==> config.mk <==
export PLATFORM = sky130hd
export DESIGN_NAME = mmio_bus_master
export DESIGN_NICKNAME = d
export VERILOG_FILES = /design/src/rtl/mmio_bus_master.sv
export SDC_FILE = /design/constraint.sdc
export NUM_CORES = 1
export LEC_CHECK = 0
export BUFFER_PORTS_ARGS = -buffer_cell sky130_fd_sc_hd__buf_2
export CORE_MARGIN = 2
export CORE_UTILIZATION = 49
export CTS_CLUSTER_DIAMETER = 30
export DETAILED_ROUTE_END_ITERATION = 10
export PLACE_DENSITY_LB_ADDON = 0.1
export SLEW_MARGIN = 0
export SYNTH_ARGS = -nofsm -noshare
export SYNTH_HDL_FRONTEND = slang
export SYNTH_SLANG_ARGS = --single-unit
==> constraint.sdc <==
create_clock -name CLK -period 3.35 [get_ports CLK]
set_input_delay 0.5025 -clock CLK [delete_from_list [all_inputs] [get_ports CLK]]
set_output_delay 0.5025 -clock CLK [all_outputs]
set_load 0.02 [all_outputs]
==> src/rtl/mmio_bus_master.sv <==
// mmio_bus_master: initiator side of the word-addressed peripheral bus.
// Takes one load/store request at a time and decodes it to DMEM or TIMER.
// It drives the selected slave and waits out the slave read latency.
// It returns one response pulse per request.
// Optional build macro: MISALIGN_TRAP_EN. When it is defined, misaligned
// half/word accesses take the error path. When it is undefined, the address
// bits [1:0] are ignored.
module mmio_bus_master #(
    parameter logic [31:0] DMEM_BASE  = 32'h0000_0000,
    parameter logic [31:0] TIMER_BASE = 32'h0000_1000,
    parameter int          READ_LAT   = 1
) (
    input  logic        CLK,
    input  logic        RST,
    input  logic        req_valid,
    output logic        req_ready,
    input  logic [31:0] req_addr,
    input  logic        req_we,
    input  logic [31:0] req_wdata,
    input  logic [2:0]  req_ld,
    input  logic [2:0]  req_st,
    output logic        rsp_valid,
    output logic [31:0] rsp_rdata,
    output logic        rsp_err,
    output logic [9:0]  A,
    output logic [31:0] WD,
    output logic        WE,
    output logic [2:0]  load_choice,
    output logic [2:0]  sw_choice,
    output logic        sel_dmem,
    output logic        sel_timer,
    input  logic [31:0] rd_dmem,
    input  logic [31:0] rd_timer
);

    // Load/store operation codes as seen on the bus.
    localparam logic [2:0] LD_LB  = 3'b001;
    localparam logic [2:0] LD_LBU = 3'b010;
    localparam logic [2:0] LD_LH  = 3'b011;
    localparam logic [2:0] LD_LHU = 3'b100;
    localparam logic [2:0] LD_LW  = 3'b111;
    localparam logic [2:0] ST_SB  = 3'b001;
    localparam logic [2:0] ST_SH  = 3'b010;
    localparam logic [2:0] ST_SW  = 3'b011;

    // WAIT lasts READ_LAT cycles. The counter starts at READ_LAT-1 and the
    // slave data is sampled when the counter reaches zero.
    localparam logic [1:0] CNT_INIT = 2'(READ_LAT - 1);

    typedef enum logic [1:0] {
        S_IDLE  = 2'd0,
        S_ISSUE = 2'd1,
        S_WAIT  = 2'd2,
        S_RESP  = 2'd3
    } state_t;

    function automatic logic ld_code_ok(input logic [2:0] code);
        logic ok;
        case (code)
            LD_LB, LD_LBU, LD_LH, LD_LHU, LD_LW: ok = 1'b1;
            default:                             ok = 1'b0;
        endcase
        return ok;
    endfunction

    function automatic logic st_code_ok(input logic [2:0] code);
        logic ok;
        case (code)
            ST_SB, ST_SH, ST_SW: ok = 1'b1;
            default:             ok = 1'b0;
        endcase
        return ok;
    endfunction

    state_t      state_q, state_d;
    logic [9:0]  word_q, word_d;
    logic        we_q, we_d;
    logic [31:0] wdata_q, wdata_d;
    logic [2:0]  ld_q, ld_d;
    logic [2:0]  st_q, st_d;
    logic        tgt_dmem_q, tgt_dmem_d;
    logic        tgt_timer_q, tgt_timer_d;
    logic        err_q, err_d;
    logic [31:0] rdata_q, rdata_d;
    logic [1:0]  cnt_q, cnt_d;

    logic hit_dmem;
    logic hit_timer;
    logic code_ok;
    logic misalign;
    logic req_err;
    logic bus_phase;

`ifdef MISALIGN_TRAP_EN
    // Flag half-word and word accesses whose byte offset breaks natural alignment.
    always_comb begin
        misalign = 1'b0;
        if (req_we) begin
            case (req_st)
                ST_SH:   misalign = req_addr[0];
                ST_SW:   misalign = |req_addr[1:0];
                default: misalign = 1'b0;
            endcase
        end else begin
            case (req_ld)
                LD_LH, LD_LHU: misalign = req_addr[0];
                LD_LW:         misalign = |req_addr[1:0];
                default:       misalign = 1'b0;
            endcase
        end
    end
`else
    // The byte offset plays no part: the access goes to word addr[11:2].
    logic unused_addr_lsbs;
    assign unused_addr_lsbs = &{1'b0, req_addr[1:0]};
    assign misalign         = 1'b0;
`endif

    // Decode the window and check the request. DMEM has priority, so the
    // selects stay one-hot even if both bases are set to the same window.
    always_comb begin
        hit_dmem  = (req_addr[31:12] == DMEM_BASE[31:12]);
        hit_timer = !hit_dmem && (req_addr[31:12] == TIMER_BASE[31:12]);
        code_ok   = req_we ? st_code_ok(req_st) : ld_code_ok(req_ld);
        req_err   = !(hit_dmem || hit_timer) || !code_ok || misalign;
    end

    // Next-state logic for the transaction sequencer and the request/response registers.
    always_comb begin
        state_d     = state_q;
        word_d      = word_q;
        we_d        = we_q;
        wdata_d     = wdata_q;
        ld_d        = ld_q;
        st_d        = st_q;
        tgt_dmem_d  = tgt_dmem_q;
        tgt_timer_d = tgt_timer_q;
        err_d       = err_q;
        rdata_d     = rdata_q;
        cnt_d       = cnt_q;

        case (state_q)
            S_IDLE: begin
                if (req_valid) begin
                    word_d  = req_addr[11:2];
                    we_d    = req_we;
                    wdata_d = req_we ? req_wdata : 32'h0;
                    ld_d    = req_we ? 3'b000 : req_ld;
                    st_d    = req_we ? req_st : 3'b000;
                    rdata_d = 32'h0;
                    err_d   = req_err;
                    if (req_err) begin
                        // Errors never reach the bus: no select is recorded.
                        tgt_dmem_d  = 1'b0;
                        tgt_timer_d = 1'b0;
                        state_d     = S_RESP;
                    end else begin
                        tgt_dmem_d  = hit_dmem;
                        tgt_timer_d = hit_timer;
                        state_d     = S_ISSUE;
                    end
                end
            end

            S_ISSUE: begin
                if (we_q) begin
                    state_d = S_RESP;
                end else begin
                    cnt_d   = CNT_INIT;
                    state_d = S_WAIT;
                end
            end

            S_WAIT: begin
                if (cnt_q == 2'd0) begin
                    rdata_d = tgt_dmem_q ? rd_dmem : rd_timer;
                    state_d = S_RESP;
                end else begin
                    cnt_d = cnt_q - 2'd1;
                end
            end

            S_RESP: begin
                state_d = S_IDLE;
            end

            default: begin
                state_d = S_IDLE;
            end
        endcase
    end

    // State and request registers. Reset aborts any transaction in flight.
    always_ff @(posedge CLK) begin
        if (RST) begin
            state_q     <= S_IDLE;
            word_q      <= 10'h0;
            we_q        <= 1'b0;
            wdata_q     <= 32'h0;
            ld_q        <= 3'b000;
            st_q        <= 3'b000;
            tgt_dmem_q  <= 1'b0;
            tgt_timer_q <= 1'b0;
            err_q       <= 1'b0;
            rdata_q     <= 32'h0;
            cnt_q       <= 2'd0;
        end else begin
            state_q     <= state_d;
            word_q      <= word_d;
            we_q        <= we_d;
            wdata_q     <= wdata_d;
            ld_q        <= ld_d;
            st_q        <= st_d;
            tgt_dmem_q  <= tgt_dmem_d;
            tgt_timer_q <= tgt_timer_d;
            err_q       <= err_d;
            rdata_q     <= rdata_d;
            cnt_q       <= cnt_d;
        end
    end

    // Bus and response outputs, decoded from the registered state only.
    // All bus signals are zero outside ISSUE/WAIT. The write strobe lives in
    // ISSUE only and always comes with exactly one select.
    always_comb begin
        bus_phase   = (state_q == S_ISSUE) || (state_q == S_WAIT);
        req_ready   = (state_q == S_IDLE);
        sel_dmem    = bus_phase && tgt_dmem_q;
        sel_timer   = bus_phase && tgt_timer_q;
        A           = bus_phase ? word_q : 10'h0;
        WE          = (state_q == S_ISSUE) && we_q && (tgt_dmem_q ^ tgt_timer_q);
        WD          = ((state_q == S_ISSUE) && we_q) ? wdata_q : 32'h0;
        load_choice = (bus_phase && !we_q) ? ld_q : 3'b000;
        sw_choice   = ((state_q == S_ISSUE) && we_q) ? st_q : 3'b000;
        rsp_valid   = (state_q == S_RESP);
        rsp_err     = (state_q == S_RESP) && err_q;
        rsp_rdata   = (state_q == S_RESP) ? rdata_q : 32'h0;
    end

endmodule

== After elaboration in Yosys (flattened, before gate mapping) ==
Index checks and enable logic that the tools add are counted.

* Memory bits (read-only): 0
* Memories kept: 0
* Latch bits: 0
* Bits in writable memories: 0
* Register bits after elaboration: 88
* Logic and storage cells: 79

* Multiply operators: 0
* Add/sub/neg operators: 1
* Eq/ne operators: 16
* Muxes and demuxes: 25
* Reduce and logical (&&, ||, !) cells: 25
* Bitwise gates (word level): 1
* Divide/modulo/power cells: 0
* $lt $le $gt $ge: 0
* Shift operators: 0

{| class="wikitable"
|+ Operators by type and width
! cell !! count
|-
| $mux W32 || 6
|-
| $pmux W32 S2 || 1
|-
| $eq A20 B1 Y1 const B || 1
|-
| $logic_not A20 Y1 || 1
|-
| $eq A3 B2 Y1 const B || 4
|-
| $mux W3 || 4
|-
| $mux W10 || 1
|-
| $mux W2 || 5
|-
| $ne A2 B2 Y1 const B || 4
|-
| $pmux W2 S4 || 1
|-
| $logic_and A1 B1 Y1 || 7
|-
| $eq A3 B1 Y1 const B || 2
|-
| $eq A3 B3 Y1 const B || 2
|-
| $mux W1 || 6
|-
| $reduce_and A3 Y1 || 2
|-
| $reduce_or A5 Y1 || 1
|-
| $eq A2 B2 Y1 const B || 2
|-
| $logic_not A1 Y1 || 4
|-
| $logic_not A2 Y1 || 2
|-
| $pmux W2 S2 || 1
|-
| $reduce_and A2 Y1 || 2
|-
| $reduce_bool A2 Y1 || 2
|-
| $logic_or A1 B1 Y1 || 3
|-
| $reduce_or A3 Y1 || 1
|-
| 3 further kinds || 3
|}

== Longest topological paths before layout ==
* Depth after elaboration: 9
* Depth in mapped cells: 9
* Gate-level depth less buffers: 6

== Least setup slack after synthesis ==
OpenSTA, ideal clock, no wires.

* Kind: register to register
* Start: reg state_q[0]
* End: reg rdata_q[7]
* Cell stages (with the launch flop): 10
* Data required time: 3.222 ns
* Period minus slack after synthesis: 1.806 ns
* Setup slack: 1.544 ns
* Arrival time: 1.678 ns
* Cells stage by stage: dfxtp_1 inv_1 ha_1 clkbuf_1 nand2b_1 and3_1 buf_2 buf_2 a22oi_1 nor2_1

* Cells in the longest elaborated chain, start to end: 3
* Elaborated cells between the ends (all ways): 7

{| class="wikitable"
|+ Ends and longest elaborated chain
! element !! line !! RTL
|-
| start, declared || 75 || <nowiki>state_t state_q, state_d;</nowiki>
|-
| start signal, assigned || 208 || <nowiki>state_q <= state_d;</nowiki>
|-
| $logic_not A2 Y1 * || n/a ||
|-
| net req_ready || 16 || <nowiki>output logic req_ready,</nowiki>
|-
| $ne A2 B2 Y1 (no source line) / $reduce_bool A2 Y1 (equally long branches) || n/a ||
|-
| $reduce_and A3 Y1 (no source line) || n/a ||
|-
| end signal, assigned || 217 || <nowiki>rdata_q <= rdata_d;</nowiki>
|-
| end, declared || 84 || <nowiki>logic [31:0] rdata_q, rdata_d;</nowiki>
|}

The timed path passes the listed nets; every way through them passes the cells marked *.
A chain may end at the register's enable or synchronous reset.

== Final worst setup path ==
* Start: reg state_q[1]
* End: out rsp_rdata[16]

* Cells in the longest elaborated chain, start to end: 2

{| class="wikitable"
|+ Ends and longest elaborated chain
! element !! line !! RTL
|-
| $eq A2 B2 Y1 || 237 || <nowiki>rsp_rdata = (state_q == S_RESP) ? rdata_q : 32'h0;</nowiki>
|-
| $mux W32 || 237 ||
|-
| end, declared || 23 || <nowiki>output logic [31:0] rsp_rdata,</nowiki>
|}

No other way between the ends.

==> results.txt <==
* Run status: complete, no violations
* Clock transition at path regs: around 0.09 ns
* Overall Power: a little over 3000 µW
- DRT antenna net count: 0
- Share of final-layout standard cells stronger than drive strength 1: 38.5%
- Core area: 0.00859 mm²
* Cell with the most instances after synthesis: sky130_fd_sc_hd__dfxtp_1
* Slowest cell delay on critical path: between 0.7 and 0.8 ns
- By count the netlist is led by sky130_fd_sc_hd__dfxtp_1, sky130_fd_sc_hd__nand2_1, sky130_fd_sc_hd__a21oi_1.
- Post-CTS Setup Inserts: 0
- For the worst-skew pair, the clock arrives at the later sink with an insertion delay of between 0.3 and 0.4 ns.
- Area fraction of the dominant cell type after synthesis: 41.0%
* Cell type with the highest aggregate area in the netlist: sky130_fd_sc_hd__dfxtp_1
- Entering global routing, the biggest net connects 52 pins.
- The setup check on the worst reg-to-reg path leaves a slack of about 1.2 ns.
* Highest ir drop seen on vdd: 0.293 mV
- The cell family contributing the most delay on the critical path is adder cells.
* DR DRC count: 0
* Buffers plus inverters on the worst setup path: 1
- Hold repair after CTS inserted 0 buffers.
- Routed via count divided by cell count: around 5.3
* Number of top-level pins: between 200 and 250
- Prior to clock tree synthesis, the placed netlist has a worst setup slack of approximately 1.2 ns.
- The number of antenna diodes in the final layout is 0.
- Transition time at the pin with the least slew margin: between 0.9 and 1 ns
* Hold-critical path depth: 3
- The netlist uses 34 different library cells.
* Clock sink total: slightly below 90
- Max-cap violations: 0
- Initial antenna violation count: 0
- The via count of the first global-routing pass was around 4300.
- H-tree lvl count: 3
* Sequential element share of the synthesized area: 41.0%
* Wirelength per Cell: 13.7 µm
* Half-perimeter wire length after placement: about 8000 µm
* Num rows: 34
- Die height: 97.7 µm
* Worst hold endpoint: word_q[8]$_SDFFE_PP0P_
- Destination of the worst register-to-register timing path: wdata_q[3]$_SDFFE_PP0P_
* Final Slew Violations: 0
- Setup crit start kind: flip-flop
* Detailed-router iteration count before antenna repair: 5
- STA puts the critical path data required time at 2.85 ns.
- By area the synthesized netlist is led by sky130_fd_sc_hd__dfxtp_1, sky130_fd_sc_hd__mux2_2, sky130_fd_sc_hd__and2_1.
- Number of flops mapped to enable cells by yosys: 0
- Across all layers, the routed design uses between 4000 and 5000 vias.
- Launch instance of the worst min-delay path: req_addr[10]
- Summing every instance area after synthesis gives roughly 0.0043 mm².
* Crit path max-delay cell type: sky130_fd_sc_hd__ha_1
- Once the clock tree was built, the resizer swapped 0 gates to a different size.
* Sum of negative setup slack: 0 ns
- Synthesis produced roughly 530 cells.
* Pwr dens: 550 mW/mm²
- Setup violations remaining at the end of the flow were counted as 0.
- Along the worst path, the maximum fanout reaches 34.
* Shortest clock period the worst path allows after layout: approximately 2.5 ns
- Critical Path, Cell by Cell: ha_1 -> and2_1 -> buf_2
- Data arrives at the worst endpoint at 1.98 ns.
* Unrepaired setup endpoints after global routing: false
- Violation count after the first detailed-route iteration: 143
* Worst r2r path cells: 6
- Post-layout instance count excluding filler cells: ~830
* Peak Freq: about 0.4 GHz
- TritonCTS built the clock tree.
- The longest clock path from root to sink contains 2 buffers.
- The total count of hold-check failures in the final report is 0.
- Total Routing Usage GR: 23.6%
- TritonCTS buffer count: 9
- Area growth, synth to finish: 30.1%
- Summed over all layers, the global routing overflow is 0.
* Number of fill cells in the layout: around 800
- Input/output buffers: 221
* Mean cell area of the mapped netlist: between 8 and 9 µm²
- The clock arrives with 0.00670 ns of skew.
* Initial core utilization: 50.0%
- Yosys Warn Count: 0
- Worst reg2reg path startpoint: state_q[0]$_SDFFE_PP0P_
- Worst hold-check path type: in -> reg
- From left edge to right edge, the die measures 97.7 µm.
- Including well taps, the total number of placed cells is between 800 and 900.
* Final net count: 864
- For this run, the leading register cell type out of synthesis is sky130_fd_sc_hd__dfxtp_1.
* #FFs+latches synth: 88
- The number of nets handed over by synthesis was 675.
- Core occupancy in the finished layout: around two thirds
- For this design the static power due to leakage is between 0.002 and 0.003 µW.
- By startpoint and endpoint, the worst setup path is classified as reg -> out.
- Routed Wire Length: ~11000 µm
* Final clock period utilization by the worst path: about three quarters
- Least setup slack across all paths after layout: between 0.8 and 0.9 ns
- The congestion estimate from routability-driven global placement came to 0.781.
- Master cell of the clock root buffer: sky130_fd_sc_hd__clkbuf_8
- Critical Path End Type: output port
- For this run, asynchronously set or reset flops after synthesis account for 0%.
- Slew margin rel.: between 30% and 40%
* Global-route wire length before repair: 18900 µm
- The die covers around 0.0095 mm².
-- power by group --
part / leakage (µW) / internal (µW) / switching, µW
combinational: 0.00188 / 341 / 687
clock: 0.000108 / 400 / 351
sequential: 0.000716 / 1210 / 86.0
total: 0.00270 / 1950 / 1120
-- cell families after synthesis --
| kind of cell | Yosys count | share of synthesized area, % |
|---|---|---|
| and+or+nand+nor | 253 | 30.0 |
| AOI/OAI and AO/OA | 98 | 13.6 |
| DFF | 88 | 41.0 |
| buffers and inverters | 54 | 5.15 |
| muxes | 32 | 8.38 |
| adders and majority gates | 5 | 1.46 |
| xor gates and xnor gates | 2 | 0.408 |
-- worst reg2reg max path, cell delays in order (launching register included) --
cell and delay, ns:
sky130_fd_sc_hd__dfxtp_1 0.40, sky130_fd_sc_hd__inv_1 0.10, sky130_fd_sc_hd__ha_1 0.30, sky130_fd_sc_hd__nand2_1 0.62
sky130_fd_sc_hd__buf_4 0.46, sky130_fd_sc_hd__nand2_1 0.12, sky130_fd_sc_hd__a21oi_1 0.13
-- worst max-delay path by stage --
| stage | slack, ns | start | cells after the start | to |
|---|---|---|---|---|
| after CTS | 0.81 | state_q[1]$_SDFFE_PP0P_ | 3 | rsp_rdata[16] |
| after global routing | 0.65 | state_q[1]$_SDFFE_PP0P_ | 3 | rsp_rdata[16] |
| final | 0.87 | state_q[1]$_SDFFE_PP0P_ | 3 | rsp_rdata[16] |
| after global placement | 1.26 | state_q[0]$_SDFFE_PP0P_ | 6 | we_q$_SDFFE_PP0P_ |
| after floorplan | 1.54 | state_q[0]$_SDFFE_PP0P_ | 9 | rdata_q[7]$_SDFFE_PP0P_ |
| after detailed placement | 1.17 | state_q[0]$_SDFFE_PP0P_ | 6 | wdata_q[3]$_SDFFE_PP0P_ |
-- layer usage --
layer  global-route usage (%)  part of all wire (%)  vias to the layer above
li1                         -                     -                     2202
met1                     26.4                    42                     2036
met2                     43.1                    50                      152
met3                     5.90                   6.8                       13
met4                     8.97                   1.3                        0
met5                        0                     0                        -
-- sequential cells by signal, summed over array words and instances (netlist names) --
signal and flops:
state_q 2, rdata_q 32, tgt_timer_q 1, we_q 1, st_q 3, ld_q 3
cnt_q 2, err_q 1, tgt_dmem_q 1, word_q 10, wdata_q 32
-- per-stage QoR --
| step | cell area, µm² | hold WS (ns) |
|---|---|---|
| after CTS | 5590 | 0.369 |
| final | 5590 | 0.395 |
| after global routing | 5590 | 0.369 |
| after detailed placement | 5390 | 0.439 |
| after global placement | 5390 | 0.433 |
| after floorplan | 4300 | 0.427 |
-- final cells by class --
class | instances | area, µm² | share of cell area (%)
multi-input combinational | 390 | 2320 | 41.4
sequential | 88 | 1760 | 31.5
timing repair buffer | 228 | 1160 | 20.7
clock buffer | 12 | 165 | 2.95
tap | 108 | 135 | 2.42
clock inverter | 3 | 40.0 | 0.716
inverter | 4 | 15.0 | 0.268
-- cell usage in the layout, fill, tap and decap left out, drive strengths merged, types with 2 or more instances in the layout --
| cell type | Yosys | layout |
|---|---|---|
| nor4 | 4 | 4 |
| dfxtp | 88 | 88 |
| and3 | 36 | 36 |
| ha | 5 | 5 |
| nand2 | 73 | 73 |
| nand2b | 2 | 2 |
| a22oi | 26 | 26 |
| nor2 | 33 | 33 |
| nand3b | 6 | 6 |
| inv | 4 | 4 |
| o21ai | 2 | 2 |
| a21oi | 59 | 59 |
| clkinv | 0 | 2 |
| and2 | 50 | 50 |
| buf | 17 | 228 |
| nand3 | 42 | 42 |
| clkbuf | 33 | 12 |
| mux2 | 32 | 32 |
| o31ai | 3 | 3 |
| a211oi | 3 | 3 |
| o31a | 2 | 2 |
(Power assumes the default switching activity.)
